`config.mk`:
```
export PLATFORM = sky130hd
export DESIGN_NAME = multicycle_ctrl_flat
export DESIGN_NICKNAME = d
export VERILOG_FILES = /design/src/rtl/multicycle_ctrl_if.sv /design/src/rtl/multicycle_ctrl.sv /design/src/flat_wrapper.sv
export SDC_FILE = /design/constraint.sdc
export NUM_CORES = 1
export LEC_CHECK = 0
export CAP_MARGIN = 25
export CORE_AREA = 3 3 40 42
export CTS_BUF_LIST = sky130_fd_sc_hd__clkbuf_8
export DETAILED_ROUTE_END_ITERATION = 6
export DIE_AREA = 0 0 43 45
export PLACE_DENSITY = 0.71
export SYNTH_ARGS = -nofsm -noshare
export SYNTH_HDL_FRONTEND = slang
export SYNTH_SLANG_ARGS = --single-unit
```
`constraint.sdc`:
```
create_clock -name clk -period 1.7 [get_ports clk]
set_input_delay 0.255 -clock clk [delete_from_list [all_inputs] [get_ports clk]]
set_output_delay 0.255 -clock clk [all_outputs]
set_load 0.02 [all_outputs]
```
`src/rtl/multicycle_ctrl_if.sv`:
```
// Control-side bundle of the multicycle sequencer: decoded opcode, branch result,
// memory handshakes, datapath strobes/selects and debug state.
interface multicycle_ctrl_if;
    logic [6:0] opcode;
    logic       br_taken;
    logic       im_ack;
    logic       dm_ack;
    logic       im_req;
    logic       ir_we;
    logic       pc_we;
    logic [1:0] pc_sel;
    logic       dm_req;
    logic       dm_we;
    logic       rf_we;
    logic [1:0] wb_sel;
    logic       illegal;
    logic [2:0] state;

    modport master (
        input  opcode, br_taken, im_ack, dm_ack,
        output im_req, ir_we, pc_we, pc_sel, dm_req, dm_we, rf_we, wb_sel, illegal, state
    );

    modport slave (
        output opcode, br_taken, im_ack, dm_ack,
        input  im_req, ir_we, pc_we, pc_sel, dm_req, dm_we, rf_we, wb_sel, illegal, state
    );
endinterface

```
`src/rtl/multicycle_ctrl.sv`:
```
// Main sequencing FSM for the non-pipelined RV32I core, one architectural step per state.
// Define MEM_TIMEOUT_EN to bound im_ack/dm_ack waits with a trap after TIMEOUT_CYCLES.
module multicycle_ctrl #(
    parameter int unsigned TIMEOUT_CYCLES = 255,
    parameter int unsigned CNT_W          = 8
) (
    input  logic                   clk,
    input  logic                   rst,
    multicycle_ctrl_if.master      bus
);

    typedef enum logic [2:0] {
        StBoot   = 3'd0,
        StFetch  = 3'd1,
        StDecode = 3'd2,
        StExec   = 3'd3,
        StMem    = 3'd4,
        StWb     = 3'd5,
        StTrap   = 3'd6
    } state_e;

    localparam logic [6:0] OpLui    = 7'b0110111;
    localparam logic [6:0] OpAuipc  = 7'b0010111;
    localparam logic [6:0] OpJal    = 7'b1101111;
    localparam logic [6:0] OpJalr   = 7'b1100111;
    localparam logic [6:0] OpBranch = 7'b1100011;
    localparam logic [6:0] OpLoad   = 7'b0000011;
    localparam logic [6:0] OpStore  = 7'b0100011;
    localparam logic [6:0] OpImm    = 7'b0010011;
    localparam logic [6:0] OpReg    = 7'b0110011;

    state_e     state_q, state_d;
    logic       illegal_q, illegal_d;
    logic       supported;
    logic       is_store;
    logic       im_req, ir_we, pc_we, dm_req, dm_we, rf_we;
    logic [1:0] pc_sel, wb_sel;
    logic       timeout;

`ifdef MEM_TIMEOUT_EN
    logic [CNT_W-1:0] cnt_q, cnt_d;
`endif

    always_comb begin
        unique case (bus.opcode)
            OpLui, OpAuipc, OpJal, OpJalr, OpBranch,
            OpLoad, OpStore, OpImm, OpReg: supported = 1'b1;
            default:                       supported = 1'b0;
        endcase
    end

    assign is_store = (bus.opcode == OpStore);

    always_comb begin
        // Counter width must be able to hold the timeout value.
        assert (TIMEOUT_CYCLES < (1 << CNT_W));
        state_d   = state_q;
        illegal_d = illegal_q;
        im_req    = 1'b0;
        ir_we     = 1'b0;
        pc_we     = 1'b0;
        pc_sel    = 2'd0;
        dm_req    = 1'b0;
        dm_we     = 1'b0;
        rf_we     = 1'b0;
        wb_sel    = 2'd0;
        timeout   = 1'b0;
`ifdef MEM_TIMEOUT_EN
        // Zero outside a wait, so the count starts clean on every FETCH/MEM entry.
        cnt_d = '0;
        if ((state_q == StFetch && !bus.im_ack) || (state_q == StMem && !bus.dm_ack)) begin
            cnt_d   = cnt_q + 1'b1;
            timeout = (cnt_q == CNT_W'(TIMEOUT_CYCLES - 1));
        end
`endif

        unique case (state_q)
            StBoot: state_d = StFetch;
            StFetch: begin
                im_req = 1'b1;
                if (bus.im_ack) begin
                    ir_we   = 1'b1;
                    state_d = StDecode;
                end else if (timeout) begin
                    illegal_d = 1'b1;
                    state_d   = StTrap;
                end
            end
            StDecode: begin
                if (supported) begin
                    state_d = StExec;
                end else begin
                    illegal_d = 1'b1;
                    state_d   = StTrap;
                end
            end
            StExec: begin
                if (bus.opcode == OpLoad || is_store) begin
                    state_d = StMem;
                end else if (bus.opcode == OpBranch) begin
                    pc_we   = 1'b1;
                    pc_sel  = bus.br_taken ? 2'd1 : 2'd0;
                    state_d = StFetch;
                end else begin
                    state_d = StWb;
                end
            end
            StMem: begin
                dm_req = 1'b1;
                dm_we  = is_store;
                if (bus.dm_ack) begin
                    if (is_store) begin
                        pc_we   = 1'b1;
                        state_d = StFetch;
                    end else begin
                        state_d = StWb;
                    end
                end else if (timeout) begin
                    illegal_d = 1'b1;
                    state_d   = StTrap;
                end
            end
            StWb: begin
                rf_we = 1'b1;
                pc_we = 1'b1;
                if (bus.opcode == OpLoad) begin
                    wb_sel = 2'd1;
                end else if (bus.opcode == OpJal || bus.opcode == OpJalr) begin
                    wb_sel = 2'd2;
                end
                if (bus.opcode == OpJal) begin
                    pc_sel = 2'd1;
                end else if (bus.opcode == OpJalr) begin
                    pc_sel = 2'd2;
                end
                state_d = StFetch;
            end
            StTrap:  state_d = StTrap;
            default: state_d = StBoot;
        endcase
    end

    always_ff @(posedge clk or negedge rst) begin
        if (!rst) begin
            state_q   <= StBoot;
            illegal_q <= 1'b0;
        end else begin
            state_q   <= state_d;
            illegal_q <= illegal_d;
        end
    end

`ifdef MEM_TIMEOUT_EN
    always_ff @(posedge clk or negedge rst) begin
        if (!rst) begin
            cnt_q <= '0;
        end else begin
            cnt_q <= cnt_d;
        end
    end
`endif

    assign bus.im_req  = im_req;
    assign bus.ir_we   = ir_we;
    assign bus.pc_we   = pc_we;
    assign bus.pc_sel  = pc_sel;
    assign bus.dm_req  = dm_req;
    assign bus.dm_we   = dm_we;
    assign bus.rf_we   = rf_we;
    assign bus.wb_sel  = wb_sel;
    assign bus.illegal = illegal_q;
    assign bus.state   = state_q;

endmodule

```
`src/flat_wrapper.sv`:
```
// flat-port wrapper written by rule: the top's interface ports become plain ports
module multicycle_ctrl_flat 
#(
    parameter int unsigned TIMEOUT_CYCLES = 255,
    parameter int unsigned CNT_W          = 8
)
  (clk, rst, bus_opcode, bus_br_taken, bus_im_ack, bus_dm_ack, bus_im_req, bus_ir_we, bus_pc_we, bus_pc_sel, bus_dm_req, bus_dm_we, bus_rf_we, bus_wb_sel, bus_illegal, bus_state);
  multicycle_ctrl_if bus_i ();
  input  logic clk;
  input  logic rst;
  input wire logic [$bits(bus_i.opcode)-1:0] bus_opcode;
  input wire logic [$bits(bus_i.br_taken)-1:0] bus_br_taken;
  input wire logic [$bits(bus_i.im_ack)-1:0] bus_im_ack;
  input wire logic [$bits(bus_i.dm_ack)-1:0] bus_dm_ack;
  output wire logic [$bits(bus_i.im_req)-1:0] bus_im_req;
  output wire logic [$bits(bus_i.ir_we)-1:0] bus_ir_we;
  output wire logic [$bits(bus_i.pc_we)-1:0] bus_pc_we;
  output wire logic [$bits(bus_i.pc_sel)-1:0] bus_pc_sel;
  output wire logic [$bits(bus_i.dm_req)-1:0] bus_dm_req;
  output wire logic [$bits(bus_i.dm_we)-1:0] bus_dm_we;
  output wire logic [$bits(bus_i.rf_we)-1:0] bus_rf_we;
  output wire logic [$bits(bus_i.wb_sel)-1:0] bus_wb_sel;
  output wire logic [$bits(bus_i.illegal)-1:0] bus_illegal;
  output wire logic [$bits(bus_i.state)-1:0] bus_state;
  assign bus_i.opcode = bus_opcode;
  assign bus_i.br_taken = bus_br_taken;
  assign bus_i.im_ack = bus_im_ack;
  assign bus_i.dm_ack = bus_dm_ack;
  assign bus_im_req = bus_i.im_req;
  assign bus_ir_we = bus_i.ir_we;
  assign bus_pc_we = bus_i.pc_we;
  assign bus_pc_sel = bus_i.pc_sel;
  assign bus_dm_req = bus_i.dm_req;
  assign bus_dm_we = bus_i.dm_we;
  assign bus_rf_we = bus_i.rf_we;
  assign bus_wb_sel = bus_i.wb_sel;
  assign bus_illegal = bus_i.illegal;
  assign bus_state = bus_i.state;
  multicycle_ctrl #(.TIMEOUT_CYCLES(TIMEOUT_CYCLES), .CNT_W(CNT_W)) u_core (.clk(clk), .rst(rst), .bus(bus_i));
endmodule
```
==> metrics.csv <==
metric;value;unit
DPL Wire Length;1.09;mm
worst-path maximum fanout;2;
Hold Slack;243;ps
CP arrival;1390;ps
HP Class;input pin to asynchronous set/reset pin;
CTS clk-pin slew, worst paths;30;ps
via count;511;
clock skew;2.08;ps
hold_buf cts;0;
Worst slew margin;76.7;%
Cell Area, Placed;778;sq um
Core Region;1280;sq um
Crit Path Category;input pin to output pin;
Non-Filler Instances;103;
post-synth top area share;28.0;%
die area;1940;sq um
Clock Tree Buf Depth;2;
setup violators final;0;
clock network power share;56.3;%
synthesis-to-finish area growth;120;%
fmax;607;MHz
most common cell in the netlist;nand2_1;
fill count;125;
Pint;0.282;mW
synth warn;0;
Power Total;0.350;mW
Final period util;96.9;%
largest area contributor in the netlist;dfrtp_1;
Synth top cells by count;nand2_1 (5), and3_1 (4), dfrtp_1 (4), inv_1 (4);
Syn Nets;56;
Async SR Flop Fraction;100;%
I/O pins;26;
design area;787;sq um
Root Buffer;clkbuf_8;
number of global-route vias before repair;518;
clock sink count;4;
final net count;102;
Post-DRT Antenna Nets;0;
leading post-synthesis cells by cell area;dfrtp_1 (28%), and3_1 (7.0%), nand2_1 (5.2%), nand2b_1 (5.2%), nor3b_4 (5.2%);
fraction of layout cells with a size suffix above 1;45.5;%
DIE WIDTH;43;microns
first-pass GRT wire length;2.18;mm
Post-Route WL;1.36;mm
antenna cells;0;
Synth cell types;23;
critical path launch point type;input pin;
GRT overflow;0;
switching power;0.0673;mW
peak supply drop;0.413;mV
Max Cap Viol;0;
#FFs+latches synth;4;
DRT iter0 DRCs;9;
largest net degree at the start of global routing;10;
CP Data Required Time;1440;ps
TritonRoute pass-1 iters;4;
Final Util;61.2;%
synthesized area;358;sq um
Vias per Instance;4.96;
DR WL/cell;13.2;microns
critical path capture point type;output pin;
switch share;19.2;%
unrepaired setup endpoints after global routing;yes;
final routed DRC violation total;0;
leakage;0.414;nW
Starting Density;27.8;%
floorplan row count;13;
Seq/Total Area, Yosys;28.0;%
Post-synth EDFFs;0;
Avg Cell Area, Syn;8.13;sq um
Seq pwr share;27.8;%
Hold Violations, Final;0;
Total GRT Usage;15.1;%
CTS tree;yes;
PortBufs;25;
combinational share of power;15.9;%
setup bufs post-CTS;0;
placed cells;100;
Slew Limit Fails;0;
ys flop type;dfrtp_1;
Pwr per Cell Area;444;nW/um^2
min Tclk post-route;1650;ps
GPL Wtd Cong;0.781;
worst slew pin tran;341;ps
worst-skew pair later-pin latency;210;ps
H-tree depth;1;
die span in y;45;microns
total CTS buffers;3;
status;finished clean;
Post-Synthesis Cells;44;
antenna violations before repair;0;
## layout make-up
cell class              count  area (sq um)  share of cell area, %
repair buffers             42           335                   42.6
flip-flops and latches      4           100                   12.7
well taps                  15          18.8                   2.38
multi-input cells          35           277                   35.1
inverters                   4          15.0                   1.91
clock buffers               3          41.3                   5.25
## cells by family (layout without fill, tap and decap cells)
kind of cell,count (synthesis),count (layout),share of synthesized area [%]
compound gates,11,11,22.0
flops,4,4,28.0
simple gates,24,24,44.8
buf+inv,5,49,5.24
## registers in the layout, summed over array words and instances (netlist names)
signal,count
u_core.bus.illegal,1
u_core.bus.state,3
## power groups by stage
stage	Combinational [mW]	Clock, mW	Sequential, mW
floorplan	0.00856	0	0.0992
global placement	0.0574	0	0.0982
detailed placement	0.0587	0	0.0981
CTS	0.0536	0.196	0.0971
global route	0.0594	0.205	0.0972
finish	0.0557	0.197	0.0971
## worst paths after layout
kind | end | slack, ps | startpoint | cells past startpoint
min in group clk | u_core.bus.illegal | 470 | u_core.bus.illegal | 1
worst max register to register | u_core.bus.state[2] | 360 | u_core.bus.state[0] | 4
worst min-delay path | u_core.bus.illegal | 240 | rst | 1
worst min register to register | u_core.bus.illegal | 470 | u_core.bus.illegal | 1
worst max-delay path | bus_pc_we | 50 | bus_opcode[2] | 6
max in group asynchronous | u_core.bus.state[2] | 1290 | rst | 1
## layer usage
layer	part of all wire, %	track usage, %	vias up
li1	-	-	251
met1	38	16.3	239
met2	55	28.7	21
met3	7.0	3.19	0
met4	0	6.02	0
met5	0	0	-
## layout by cell type (no fill, tap or decap), drive strengths merged, types with 2 or more instances in the layout
master         instances
buf                   25
clkdlybuf4s50          8
clkbuf                 7
nand2                  5
dlygate4sd2            5
dfrtp                  4
and3                   4
inv                    4
nand2b                 3
nor2                   3
nor3b                  2
and3b                  2
nor2b                  2
a31oi                  2
o21ai                  2
## critical path, stage by stage
cell,delay [ps]
buf_6,90
and4bb_1,290
nor3b_4,200
a31oi_1,100
o32ai_1,240
buf_2,220
## per-stage QoR
stage | TNS, ps | setup slack, ps
floorplan | -38.6 | -35.4
global placement | -3620 | -673
detailed placement | -3830 | -753
CTS | -13.3 | -13.3
global route | -52.0 | -52.0
finish | 0 | 52.1
## repair_timing
action / CTS / global route
pin swaps: 5 / 5
endpoints found under the setup margin: 10 / 5
resized for setup: 50 / 10
cloned: 0 / 0
No activity file was read; power rests on OpenSTA's default activity.
